`config.mk`:
```
export PLATFORM = sky130hd
export DESIGN_NAME = uart_alu_if
export DESIGN_NICKNAME = d
export VERILOG_FILES = /design/src/rtl/uart_alu_if.sv
export SDC_FILE = /design/constraint.sdc
export NUM_CORES = 1
export LEC_CHECK = 0
export BUFFER_PORTS_ARGS = -buffer_cell sky130_fd_sc_hd__buf_2
export CAP_MARGIN = 20
export CORE_UTILIZATION = 40
export CTS_CLUSTER_SIZE = 10
export DETAILED_ROUTE_END_ITERATION = 6
export PLACE_DENSITY = 0.67
export SKIP_LAST_GASP = 1
export SYNTH_ARGS = -nofsm -noshare
export SYNTH_HDL_FRONTEND = slang
export SYNTH_SLANG_ARGS = --single-unit
```
`constraint.sdc`:
```
create_clock -name CLK -period 5.23 [get_ports CLK]
set_clock_uncertainty 0.1 [all_clocks]
set_input_delay 0.7845 -clock CLK [delete_from_list [all_inputs] [get_ports CLK]]
set_output_delay 0.7845 -clock CLK [all_outputs]
set_load 0.03 [all_outputs]
```
`src/rtl/uart_alu_if.sv`:
```
// Serial-command ALU controller: pops operand A, operand B and an opcode from the
// UART receive FIFO, executes one ALU operation and pushes the result byte to the transmit FIFO.
module uart_alu_if #(
  parameter int N_BIT = 8
) (
  input  logic             CLK,
  input  logic             RESET,
  input  logic             rx_empty,
  input  logic [N_BIT-1:0] r_data,
  output logic             rd_uart,
  input  logic             tx_full,
  output logic [N_BIT-1:0] w_data,
  output logic             wr_uart,
  output logic             busy,
  output logic             bad_op
);

  typedef enum logic [2:0] {
    ST_GET_A  = 3'd0,
    ST_GET_B  = 3'd1,
    ST_GET_OP = 3'd2,
    ST_EXEC   = 3'd3,
    ST_SEND   = 3'd4
  } state_t;

  localparam logic [N_BIT-1:0] OP_ADD = N_BIT'(8'h20);
  localparam logic [N_BIT-1:0] OP_SUB = N_BIT'(8'h22);
  localparam logic [N_BIT-1:0] OP_AND = N_BIT'(8'h24);
  localparam logic [N_BIT-1:0] OP_OR  = N_BIT'(8'h25);
  localparam logic [N_BIT-1:0] OP_XOR = N_BIT'(8'h26);
  localparam logic [N_BIT-1:0] OP_NOR = N_BIT'(8'h27);
  localparam logic [N_BIT-1:0] OP_SRL = N_BIT'(8'h02);
  localparam logic [N_BIT-1:0] OP_SRA = N_BIT'(8'h03);
  localparam logic [N_BIT-1:0] SHIFT_LIMIT = N_BIT'(N_BIT);

  state_t           state_r, state_s;
  logic [N_BIT-1:0] a_r, b_r, op_r, result_r;
  logic             bad_op_r;
  logic [N_BIT-1:0] alu_result_s;
  logic             alu_bad_s;
  logic             rd_s, wr_s;

  // State register
  always_ff @(posedge CLK or posedge RESET) begin
    if (RESET) begin
      state_r <= ST_GET_A;
    end else begin
      state_r <= state_s;
    end
  end

  // Next-state and FIFO strobe logic; pops are gated off while reset is held
  always_comb begin
    state_s = state_r;
    rd_s    = 1'b0;
    wr_s    = 1'b0;
    case (state_r)
      ST_GET_A, ST_GET_B, ST_GET_OP: begin
        rd_s = ~rx_empty & ~RESET;
        if (rd_s) begin
          if (state_r == ST_GET_A) begin
            state_s = ST_GET_B;
          end else if (state_r == ST_GET_B) begin
            state_s = ST_GET_OP;
          end else begin
            state_s = ST_EXEC;
          end
        end else begin
          state_s = state_r;
        end
      end
      ST_EXEC: begin
        state_s = ST_SEND;
      end
      ST_SEND: begin
        wr_s = ~tx_full & ~RESET;
        if (wr_s) begin
          state_s = ST_GET_A;
        end else begin
          state_s = ST_SEND;
        end
      end
      default: begin
        state_s = ST_GET_A;
      end
    endcase
  end

  // ALU: shift amounts use the full unsigned value of B
  always_comb begin
    alu_result_s = '0;
    alu_bad_s    = 1'b0;
    case (op_r)
      OP_ADD: alu_result_s = a_r + b_r;
      OP_SUB: alu_result_s = a_r - b_r;
      OP_AND: alu_result_s = a_r & b_r;
      OP_OR:  alu_result_s = a_r | b_r;
      OP_XOR: alu_result_s = a_r ^ b_r;
      OP_NOR: alu_result_s = ~(a_r | b_r);
      OP_SRL: begin
        if (b_r >= SHIFT_LIMIT) begin
          alu_result_s = '0;
        end else begin
          alu_result_s = a_r >> b_r;
        end
      end
      OP_SRA: begin
        if (b_r >= SHIFT_LIMIT) begin
          alu_result_s = {N_BIT{a_r[N_BIT-1]}};
        end else begin
          alu_result_s = $unsigned($signed(a_r) >>> b_r);
        end
      end
      default: begin
        alu_result_s = '0;
        alu_bad_s    = 1'b1;
      end
    endcase
  end

  // Operand capture on pops, result and bad_op capture in EXEC
  always_ff @(posedge CLK or posedge RESET) begin
    if (RESET) begin
      a_r      <= '0;
      b_r      <= '0;
      op_r     <= '0;
      result_r <= '0;
      bad_op_r <= 1'b0;
    end else begin
      if (rd_s && state_r == ST_GET_A)  a_r  <= r_data;
      if (rd_s && state_r == ST_GET_B)  b_r  <= r_data;
      if (rd_s && state_r == ST_GET_OP) op_r <= r_data;
      if (state_r == ST_EXEC) begin
        result_r <= alu_result_s;
        bad_op_r <= alu_bad_s;
      end
    end
  end

  assign rd_uart = rd_s;
  assign wr_uart = wr_s;
  assign w_data  = result_r;
  assign bad_op  = bad_op_r;
  assign busy    = (state_r != ST_GET_A);

endmodule

```
**Yosys cells after proc, flatten, opt, wreduce, memory -nomap -nowiden**

Index checks and enable logic that the tools add are counted.

- Register bits: 36
- Bits of input ports: 12
- Output and inout port bits: 12

- $add $sub $neg: 2
- $lt $le $gt $ge: 1
- Eq/ne operators: 13
- Shift operators: 2
- Mux-type cells: 11
- Bitwise logic cells: 9
- Reductions and logical operators: 7

Operators by type and width:

| operator | count |
|---|---|
| 8-bit case mux with 8 select lines | 1 |
| 8-bit by 6-bit equality test with 1-bit output, second input constant | 6 |
| 8-bit by 2-bit equality test with 1-bit output, second input constant | 2 |
| 8-bit two-way mux | 2 |
| 3-bit case mux with 3 select lines | 1 |
| 8-bit adder | 1 |
| 8-bit bitwise AND | 1 |
| 8-bit by 4-bit >= comparator with 1-bit output, second input constant | 1 |
| 8-bit NOT | 1 |
| 8-bit bitwise OR | 1 |
| 8-bit OR reduction | 1 |
| 8-bit by 8-bit >> shifter with 8-bit output | 1 |
| 8-bit by 8-bit >>> shifter with 8-bit output | 1 |
| 8-bit subtractor | 1 |
| 8-bit bitwise XOR | 1 |
| 3-bit by 2-bit equality test with 1-bit output, second input constant | 2 |
| 3-bit two-way mux | 2 |
| 1-bit two-way mux | 4 |
| 3-bit by 1-bit equality test with 1-bit output, second input constant | 1 |
| 3-bit equality test, second input constant | 1 |
| 1-bit logical AND | 3 |
| 3-bit zero test | 1 |
| 1-bit NOT | 3 |
| 3-bit nonzero test | 1 |
| 4 further kinds | 5 |

**Logic depth before layout (Yosys ltp)**

Gate-level depths: netlist of run 1.

- Depth after elaboration: 5
- Gate-level depth with buffers: 13

**Worst setup path before layout of run 1**

Ideal clock, no wire load.

- Path type: reg-to-reg
- Start point: register b_r[0]
- End point: register result_r[7] (netlist: w_data[7])
- Library setup time: 0.130 ns
- Arrival time: 3.043 ns
- Data required time: 5.000 ns
- Path slack: 1.956 ns
- Stages on the path, launching flop included: 14
- Path buffers: 2
- Clock period less this slack: 3.274 ns
- Path through: dfrtp_1 clkbuf_1 clkbuf_1 inv_1 ha_1 mux2_2 inv_1 ha_1 nor2b_1 o21a_1 a311o_1 o31ai_1 xnor2_1 o21ai_0

- Cells in the longest elaborated chain, start to end: 3
- Elaborated cells between the ends (all ways): 8
- Classes of those cells: add/sub (2); order compare (1); shift (2); mux (3)

RTL lines:

| element | RTL line | text |
|---|---|---|
| start: declaration | 37 | `logic [N_BIT-1:0] a_r, b_r, op_r, result_r;` |
| start signal: assignment | 131 | `if (rd_s && state_r == ST_GET_B) b_r <= r_data;` |
| 8-bit by 4-bit >= comparator with 1-bit output, or another cell as far along | 101, 108 |  |
| 8-bit two-way mux (on tied branches) | 108, 101 |  |
| 8-bit case mux with 8 select lines * | 93 | `case (op_r)` |
| end signal: assignment | 134 | `result_r <= alu_result_s;` |
| end: declaration | 37 |  |

Mark *: on every way between the ends. The rest lies on a longest branch, timed or not.
A chain may end at the register's enable or synchronous reset.

**Worst setup path after layout of run 1**

- Start point: register op_r[0]
- End point: register result_r[7] (netlist: w_data[7])

- Cells in the longest elaborated chain, start to end: 2
- Elaborated cells between the ends (all ways): 9
- Classes of those cells: eq/ne (8); mux (1)

RTL lines:

| element | RTL line | text |
|---|---|---|
| start: declaration | 37 |  |
| start signal: assignment | 132 | `if (rd_s && state_r == ST_GET_OP) op_r <= r_data;` |
| 8-bit by 2-bit equality test with 1-bit output or 8-bit by 6-bit equality test with 1-bit output (tied branches) | 93 |  |
| 8-bit case mux with 8 select lines * | 93 |  |

Marked as above.

==> results of run 1 <==
## metal layers
layer	vias to the layer above	part of all wire, %	GRT usage, %	wire (um)
met3	32	5.1	2.938	361
li1	1150	-	-	-
met2	104	45	31.14	3155
met5	-	0	0	0
met4	0	4.1	8.197	284
met1	1176	46	26.95	3209
## power breakdown
part / switching, mW / leakage, nW / internal (mW) / total, mW
Clock: 0.105 / 0.0414 / 0.0947 / 0.200
Combinational: 0.704 / 0.907 / 0.670 / 1.37
Sequential: 0.308 / 0.445 / 0.403 / 0.711
Total: 1.12 / 1.39 / 1.17 / 2.29
## cell usage after synthesis, drive strengths merged, types with 3 or more instances
cell    count
o21ai      20
inv        19
xor2        5
mux4        4
mux2i      11
clkbuf     12
nor4        3
o22ai       3
nand2      30
nor3        9
mux2       26
nor2b       6
a31oi       6
a21oi      14
a22oi       4
buf         4
dfrtp      36
nor2       20
xnor2      14
ha         24
or3         4
nand2b      4
a211oi      3
## sequential cells by signal, indices dropped and copies added (netlist names)
register	count
bad_op	1
b_r	8
a_r	8
state_r	3
w_data	8
op_r	8
## cell type report
class / count / area (sq um)
inverters: 20 / 75.07
flip-flops and latches: 36 / 900.9
clock buffers: 6 / 72.57
clock inverters: 2 / 16.27
fillers: 683 / 3749
well taps: 96 / 120.1
repair buffers: 24 / 122.6
multi-input cells: 241 / 1851
## how the worst min path moves through the flow
stage,slack [ns],cells past startpoint,end
floorplan,0.38,1,state_r[0]$_DFFE_PP0P_
global placement,0.37,2,w_data[3]$_DFFE_PP0P_
detailed placement,0.38,2,w_data[3]$_DFFE_PP0P_
CTS,0.38,2,state_r[2]$_DFFE_PP0P_
global route,0.40,2,state_r[2]$_DFFE_PP0P_
finish,0.38,2,state_r[2]$_DFFE_PP0P_
## logic make-up (layout without fill, tap and decap cells)
kind of cell / after synthesis / count (layout)
and+or+nand+nor: 88 / 88
AOI/OAI and AO/OA: 68 / 68
muxes: 41 / 41
DFF: 36 / 36
buffers and inverters: 36 / 52
adders and majority gates: 25 / 25
xor gates and xnor gates: 19 / 19
## metrics by stage
step / cell area (sq um) / setup WS [ns] / instances
6_report: 3158 / 1.668 / 425
3_3_place_gp: 3069 / 1.784 / 417
3_5_place_dp: 3069 / 1.721 / 417
5_1_grt: 3158 / 1.455 / 425
4_1_cts: 3158 / 1.688 / 425
2_1_floorplan: 2904 / 1.956 / 313
## critical path, stage by stage (launching register included)
cell and delay [ns]:
dfrtp_1 0.77, clkinv_1 0.44, and4_1 0.34, mux2_2 0.32, inv_1 0.06, ha_1 0.21
nor2b_1 0.13, o21a_1 0.18, a311o_1 0.38, o31ai_1 0.26, xnor2_1 0.15, o21ai_0 0.10
==> run metrics, run 1 <==
Nets 365; Total GRT Usage 19.69%; DR vias 2462; RR Startpoint op_r[0]$_DFFE_PP0P_; final hold vios 0; Tmin final 3.562 ns; DR WL/cell 16.50 um; vias in the first global route 2286; mux contribution to synthesized area 16.98%; Yosys warnings 0; root buffer cell clkbuf_8; endpoints failing setup 0; final WL 7.011 mm; total grt overflow 0; initial antenna violation count 0; starting density of the core 42.05%; maxcap violations 0; Hold-fix buffers, CTS 0; Slew @ Worst Pin 0.8654 ns; HP Class in2async; Die Span Y 87.21 um; Crit path required time 5.30 ns; leading cell type in the layout, fill and taps excluded dfrtp_1; first-pass GRT wire length 11.41 mm; share of cells above drive strength 1 20.36%; Seq/Total Area, Yosys 31.02%; CP Max Fanout 19; CTS Buffer Depth 2; Rows 30; Die Wd 87.21 um; Worst EP arrival 3.63 ns; die area 7605 sq um; Leak Pwr 1.393 nW; worst-skew pair later-pin latency 0.29 ns; RSZ-0062 raised after global routing no; Final ANT Viol Nets 0; register-to-register setup slack 1.67 ns; XOR/XNOR Fraction of Synth Area 5.730%; port buffer count 23; Synth Area in Compound Gates 14.95%; Worst-path clk slew 0.07 ns; Setup Crit Path Kind reg2reg; pwr dens 723.7 nW/um^2; syn_nets 350; post_cts resized 0; htree depth 2; Sum Neg Setup Slack 0 ns; Slew headroom 42.30%; reg2reg path depth 11; GPL Wtd Cong 0.9633; Post-synth EDFFs 0; largest cells by area after synthesis dfrtp_1, ha_1, mux2_2; TritonCTS Buffers 5; largest net degree at the start of global routing 30; FFs w/ async S/R, synth 100.0%; Min Hold Slack 0.3751 ns; Area Growth Syn to Fin 8.746%; IO Pins 24; synthesized area 2904 sq um; DR vias/cell 5.793; Synth Area per Inst 9.278 sq um; Antenna diodes 0; # DRC 0; CP endpoint w_data[7]$_DFFE_PP0P_; clock sink count 36; Startpoint Class flip-flop; largest family of logic cells by synthesized area multiplexers; core footprint 6907 sq um; Slew Limit Fails 0; adder-cell share of the synthesized area 11.03%; Primary FF master, synth dfrtp_1; Finished Core Util 45.72%; final period utilization 68.11%; synthesized instance count 313; CTS tree done; Yosys reg bits 36; Power Total 2.285 mW; setup bufs post-CTS 0; DPL Wire Length 5.348 mm; drt first pass iters 5; status complete, no violations; Cell variety after synth 51; CP endpoint kind flip-flop; commonest cells after routing, fill and taps aside dfrtp_1, nand2_1, mux2_2; proportion of netlist area held by the largest area contributor 31.02%; Initial DRC Count 284; cell accounting for the most synthesized area dfrtp_1; RR Endpoint w_data[7]$_DFFE_PP0P_; VDD IR max 282.7 uV; CP startpoint op_r[0]$_DFFE_PP0P_; post-synthesis simple-gate area fraction 15.04%; max frequency 0.2807 GHz
No activity file was read; power rests on OpenSTA's default activity.
==> inputs of run 2 (changes only) <==
--- a/config.mk
+++ b/config.mk
@@ -10,7 +10,7 @@
 export CORE_UTILIZATION = 40
 export CTS_CLUSTER_SIZE = 10
 export DETAILED_ROUTE_END_ITERATION = 6
-export PLACE_DENSITY = 0.67
+export PLACE_DENSITY = 0.69
 export SKIP_LAST_GASP = 1
 export SYNTH_ARGS = -nofsm -noshare
 export SYNTH_HDL_FRONTEND = slang
==> constraint.sdc (replaced) <==
create_clock -name CLK -period 2.9 [get_ports CLK]
set_clock_uncertainty 0.1 [all_clocks]
set_input_delay 0.435 -clock CLK [delete_from_list [all_inputs] [get_ports CLK]]
set_output_delay 0.435 -clock CLK [all_outputs]
set_load 0.03 [all_outputs]
==> run 2 against run 1 <==
Net effect: routed wire length grew 7.3%; via count grew 2.3%; cell area grew 7.2%; count of clock-buffer cells in the layout shrank 1; sequential share of layout area shrank 1.9 points; first-iteration DRC count shrank 33%; maximum frequency grew 23%; critical path depth is the same; die area is the same; hold slack lost 0.19 ns; combinational power grew 130%; final cell count grew 4.2%; critical path type unchanged; largest cell class unchanged.
==> run metrics, run 2 (synthesis results as in run 1) <==
Die Span Y 87.21 um (unchanged); worst-skew pair later-pin latency 0.30 ns (about the same); Nets 383 (+4.9%); CTS tree done; Slew Limit Fails 0 (unchanged); Total GRT Usage 21.10% (+1.4 points); leading cell type in the layout, fill and taps excluded dfrtp_1; htree depth 2 (unchanged); final hold vios 0 (unchanged); RR Startpoint op_r[6]$_DFFE_PP0P_; Initial DRC Count 191 (-33%); clock sink count 36 (unchanged); final period utilization 99.92% (+32 points); Finished Core Util 49.02% (+3.3 points); DR vias 2518 (+2.3%); Final ANT Viol Nets 0 (unchanged); CTS Buffer Depth 2 (unchanged); vias in the first global route 2428 (+6.2%); met3 usage 3.223% (+0.28 points); max frequency 0.3451 GHz (+23%); Die Wd 87.21 um (unchanged); port buffer count 23 (unchanged); maxcap violations 0 (unchanged); worst setup slack after layout 0.002297 ns (-1.665 ns); pwr dens 1352 nW/um^2 (+87%); CP startpoint op_r[6]$_DFFE_PP0P_; final WL 7.525 mm (+7.3%); first-pass GRT wire length 12.19 mm (+6.8%); met1 global-route usage 27.85% (+0.91 points); CP endpoint w_data[7]$_DFFE_PP0P_; Rows 30 (unchanged); Post-Place Worst Slack -0.09765 ns (-1.818 ns); total grt overflow 0 (unchanged); reg2reg path depth 11 (unchanged); IO Pins 24 (unchanged); Finished Cell Area 3386 sq um (+7.2%); core footprint 6907 sq um (unchanged); die area 7605 sq um (unchanged); RR Endpoint w_data[7]$_DFFE_PP0P_; placed inst area 3206 sq um (+4.4%); commonest cells after routing, fill and taps aside dfrtp_1, nand2_1, mux2_2; DPL Wire Length 5.475 mm (+2.4%); HP Class in2async; RSZ-0062 raised after global routing yes; Crit path required time 2.98 ns (-2.32 ns); Leak Pwr 1.513 nW (+8.6%); DR vias/cell 5.684 (-1.9%); filler instances 650 (-4.8%); VDD IR max 596.9 uV (+110%); drt first pass iters 6 (+1); share of cells above drive strength 1 27.95% (+7.6 points); Most Crowded Layer GR met2; Worst-path clk slew 0.08 ns (about the same); CP Max Fanout 3 (-16); Area Growth Syn to Fin 16.59%; TritonCTS Buffers 5 (unchanged); Slew headroom 49.57% (+7.3 points); area taken by multi-input logic gates 1917 sq um (+3.6%); Worst EP arrival 2.97 ns (-0.66 ns); starting density of the core 42.05% (unchanged); endpoints failing setup 0 (unchanged); root buffer cell clkbuf_8; Startpoint Class flip-flop; initial antenna violation count 0 (unchanged); largest net degree at the start of global routing 37 (+23%); # DRC 0 (unchanged); Sequential Area 900.9 sq um (unchanged); met2 Use GR 34.79% (+3.7 points); Tmin final 2.898 ns (-0.6646 ns); Sum Neg Setup Slack 0 ns (unchanged); GPL Wtd Cong 0.9332 (-3.1%); register-to-register setup slack 0.002 ns (-1.67 ns); status complete, no violations; CP endpoint kind flip-flop; DR WL/cell 16.99 um (+3.0%); Slew @ Worst Pin 0.7519 ns (-0.1135 ns); Hold-fix buffers, CTS 0 (unchanged); Antenna diodes 0 (unchanged); Setup Crit Path Kind reg2reg
## run 2: cell count changes in the layout (fill, tap and decap cells not counted), sizes merged
cell / previous run / this run
buf: 24 / 42
bufinv: 0 / 1
clkbuf: 6 / 5
## run 2: worst min path at each step
stage | startpoint | slack (ns) | cells after the start | to
2_1_floorplan | state_r[2]$_DFFE_PP0P_ | 0.38 | 1 | state_r[0]$_DFFE_PP0P_
3_3_place_gp | bad_op$_DFFE_PP0P_ | 0.38 | 2 | bad_op$_DFFE_PP0P_
3_5_place_dp | bad_op$_DFFE_PP0P_ | 0.39 | 2 | bad_op$_DFFE_PP0P_
4_1_cts | RESET | 0.20 | 3 | state_r[2]$_DFFE_PP0P_
5_1_grt | RESET | 0.23 | 3 | a_r[5]$_DFFE_PP0P_
6_report | RESET | 0.18 | 3 | state_r[2]$_DFFE_PP0P_
## run 2: critical path: stages (launching register included)
cell,delay [ns]
dfrtp_1,0.41
nor4_4,0.29
and4_4,0.28
mux2_4,0.32
inv_2,0.07
ha_4,0.19
nor2b_4,0.11
o21a_1,0.19
a311o_1,0.31
o31ai_2,0.24
xnor2_1,0.16
o21ai_1,0.09
## run 2: area by class of cell
type / instances / area share [%]
Clock inverter: 3 / 1.256
Tap cell: 96 / 3.548
Clock buffer: 5 / 2.033
Sequential cell: 36 / 26.61
Timing Repair Buffer: 42 / 7.724
Inverter: 20 / 2.217
Multi-Input combinational cell: 241 / 56.61
## run 2: layer usage
layer  up-vias  wire length, um
li1       1181                -
met1      1227             3347
met2        90             3623
met3        20              401
met4         0              154
met5         -                0
## run 2: where the power goes
| part | internal, mW | total (mW) | switching [mW] |
|---|---|---|---|
| registers | 0.732 | 1.03 | 0.299 |
| logic | 1.44 | 3.10 | 1.65 |
| clock network | 0.254 | 0.451 | 0.197 |
## run 2: stage by stage
step | total power, mW | hold slack, ns | instances
after floorplan | 3.218 | 0.3823 | 313
after global placement | 3.849 | 0.3823 | 432
after detailed placement | 3.905 | 0.3924 | 432
after CTS | 4.384 | 0.1997 | 441
after global routing | 4.944 | 0.2291 | 443
final | 4.578 | 0.1808 | 443
## run 2: what timing repair did
action / in CTS / in global routing
endpoints found under the hold margin: 0 / 0
pin swaps: 3 / 5
setup endpoints to repair: 2 / 5
buffers inserted: 1 / 2
gates cloned: 0 / 0
gates resized for setup: 1 / 10
==> inputs of run 3 (changes only) <==
--- a/config.mk
+++ b/config.mk
@@ -7,10 +7,12 @@
 export LEC_CHECK = 0
 export BUFFER_PORTS_ARGS = -buffer_cell sky130_fd_sc_hd__buf_2
 export CAP_MARGIN = 20
-export CORE_UTILIZATION = 40
+export CELL_PAD_IN_SITES_DETAIL_PLACEMENT = 1
+export CELL_PAD_IN_SITES_GLOBAL_PLACEMENT = 2
+export CORE_UTILIZATION = 34
 export CTS_CLUSTER_SIZE = 10
 export DETAILED_ROUTE_END_ITERATION = 6
-export PLACE_DENSITY = 0.69
+export PLACE_DENSITY = 0.86
 export SKIP_LAST_GASP = 1
 export SYNTH_ARGS = -nofsm -noshare
 export SYNTH_HDL_FRONTEND = slang
==> run 3 against run 2 <==
Net effect: the flow now finishes with violations (setup timing); via count grew 1.3%; routed wire length grew 14%; maximum frequency shrank 3.6%; first-iteration DRC count shrank 39%; sequential power is essentially flat; critical endpoint is now w_data[6]$_DFFE_PP0P_.
==> run metrics, run 3 (synthesis results as in run 1) <==
part of the power in registers 22.8% (+0.3 points); Comb pwr share 67.7% (about the same); largest net degree at the start of global routing 30 (-19%); worst-skew pair later-pin latency 0.29 ns (about the same); final hold vios 0 (unchanged); DPL Wire Length 6.484 mm (+18%); DR WL/cell 18.81 um (+11%); Initial DRC Count 116 (-39%); Antenna diodes 0 (unchanged); htree depth 2 (unchanged); Slew headroom 57.03% (+7.5 points); die area 8915 sq um (+17%); Clock Power Share 9.6% (-0.3 points); Worst-path clk slew 0.08 ns (about the same); Nets 387 (+1.0%); TritonCTS Buffers 5 (unchanged); Crit path required time 3.02 ns (+0.04 ns); Sum Neg Setup Slack -0.1457 ns (-0.1457 ns); switching share of power 47.16% (+0.27 points); CP Max Fanout 6 (+3); final WL 8.576 mm (+14%); leading cell type in the layout, fill and taps excluded dfrtp_1; clock sink count 36 (unchanged); final period utilization 103.7% (+3.8 points); IO Pins 24 (unchanged); placed inst area 3247 sq um (+1.3%); first-pass GRT wire length 14.35 mm (+18%); Post-Layout Cell Count 456 (+2.9%); CP endpoint kind flip-flop; endpoints failing setup 3 (+3); Startpoint Class flip-flop; share of cells above drive strength 1 27.92% (-0.034 points); placed cells 445 (+3.0%); Setup Crit Path Kind reg2reg; Hold-fix buffers, CTS 0 (unchanged); Finished Cell Area 3408 sq um (+0.67%); Rows 33 (+10%); commonest cells after routing, fill and taps aside dfrtp_1, nand2_1, mux2_2; initial antenna violation count 0 (unchanged); pwr dens 1365 nW/um^2 (+0.92%); vias in the first global route 2728 (+12%); Area Growth Syn to Fin 17.36%; reg2reg path depth 12 (+1); drt first pass iters 4 (-2); RSZ-0062 raised after global routing yes; Die Wd 94.42 um (+8.3%); root buffer cell clkbuf_8; Die Span Y 94.42 um (+8.3%); CTS Buffer Depth 2 (unchanged); starting density of the core 35.17% (-6.9 points); Total GRT Usage 21.29% (+0.19 points); Final ANT Viol Nets 0 (unchanged); max frequency 0.3325 GHz (-3.6%); Tmin final 3.007 ns (+0.1096 ns); filler instances 984 (+51%); HP Class in2async; total grt overflow 0 (unchanged); Worst EP arrival 3.12 ns (+0.15 ns); Cell Int Power 2.458 mW (+1.1%); GPL Wtd Cong 0.8854 (-5.1%); DR vias 2551 (+1.3%); Slew Limit Fails 0 (unchanged); Leak Pwr 1.527 nW (+0.95%); Slew @ Worst Pin 0.6396 ns (-0.1124 ns); port buffer count 23 (unchanged); worst setup slack after layout -0.1073 ns (-0.1096 ns); failing checks setup timing; core footprint 8258 sq um (+20%); # DRC 0 (unchanged); status complete, but fails checks; maxcap violations 0 (unchanged); VDD IR max 615.0 uV (+3.0%); switching power 2.193 mW (+2.2%); CTS tree done; DR vias/cell 5.594 (-1.6%)
-- run 3: changes by cell type in the layout (fill, tap and decap cells not counted), sizes merged --
cell,change
buf,+4
-- run 3: critical path, cell delays in order (launching register included) --
cell	delay [ns]
dfrtp_1	0.43
nor4_4	0.33
and4_4	0.30
buf_4	0.15
nor2_1	0.06
xnor2_1	0.18
ha_1	0.30
nor2b_2	0.18
o31a_1	0.27
o22ai_1	0.19
xnor2_1	0.17
nand2_1	0.09
a31oi_1	0.19
-- run 3: cell type report --
| cell class | instances | area (sq um) | area share, % |
|---|---|---|---|
| Inverter | 20 | 75.07 | 2.203 |
| Clock inverter | 3 | 42.54 | 1.248 |
| Timing Repair Buffer | 46 | 287.8 | 8.443 |
| Sequential cell | 36 | 900.9 | 26.43 |
| Clock buffer | 5 | 68.82 | 2.019 |
| Multi-Input combinational cell | 241 | 1902 | 55.80 |
| Tap cell | 105 | 131.4 | 3.855 |
-- run 3: what timing repair did --
| item | in CTS | in global routing |
|---|---|---|
| setup endpoints to repair | 5 | 6 |
| pin swaps | 4 | 5 |
| gates resized for setup | 2 | 5 |
| setup buffers | 2 | 1 |
| endpoints found under the hold margin | 0 | 0 |
-- run 3: layer usage --
layer | track usage, % | vias to the layer above | wire (um)
li1 | - | 1198 | -
met1 | 26.21 | 1290 | 3769
met2 | 38.53 | 47 | 4415
met3 | 2.174 | 16 | 237
met4 | 7.051 | 0 | 154
met5 | 0 | - | 0
-- run 3: power by group through the flow --
stage,registers (mW),logic [mW],clock network (mW)
6_report,1.06,3.15,0.444
5_1_grt,1.10,3.48,0.479
4_1_cts,1.04,3.10,0.464
3_5_place_dp,1.05,3.04,0
3_3_place_gp,1.04,2.93,0
2_1_floorplan,1.03,2.19,0
-- run 3: path summary, 6_finish.rpt --
kind / start / endpoint / slack [ns]
min: RESET / state_r[2]$_DFFE_PP0P_ / 0.04
max reg2reg: op_r[6]$_DFFE_PP0P_ / w_data[6]$_DFFE_PP0P_ / -0.11
max: op_r[6]$_DFFE_PP0P_ / w_data[6]$_DFFE_PP0P_ / -0.11
max in group asynchronous: RESET / b_r[3]$_DFFE_PP0P_ / 1.96
min in group CLK: r_data[4] / b_r[4]$_DFFE_PP0P_ / 0.31
min reg2reg: bad_op$_DFFE_PP0P_ / bad_op$_DFFE_PP0P_ / 0.41
-- run 3: stage by stage --
stage          utilization, %  setup slack (ns)  power [mW]  hold WS [ns]
6_report                41.27           -0.1073       4.651       0.04243
5_1_grt                 41.27           -0.1830       5.058       0.05860
4_1_cts                 40.91          0.004702       4.605       0.03938
3_5_place_dp            39.32           -0.1049       4.089        0.3666
3_3_place_gp            39.32         -0.008320       3.964        0.3529
2_1_floorplan               -          -0.02070       3.218        0.3823
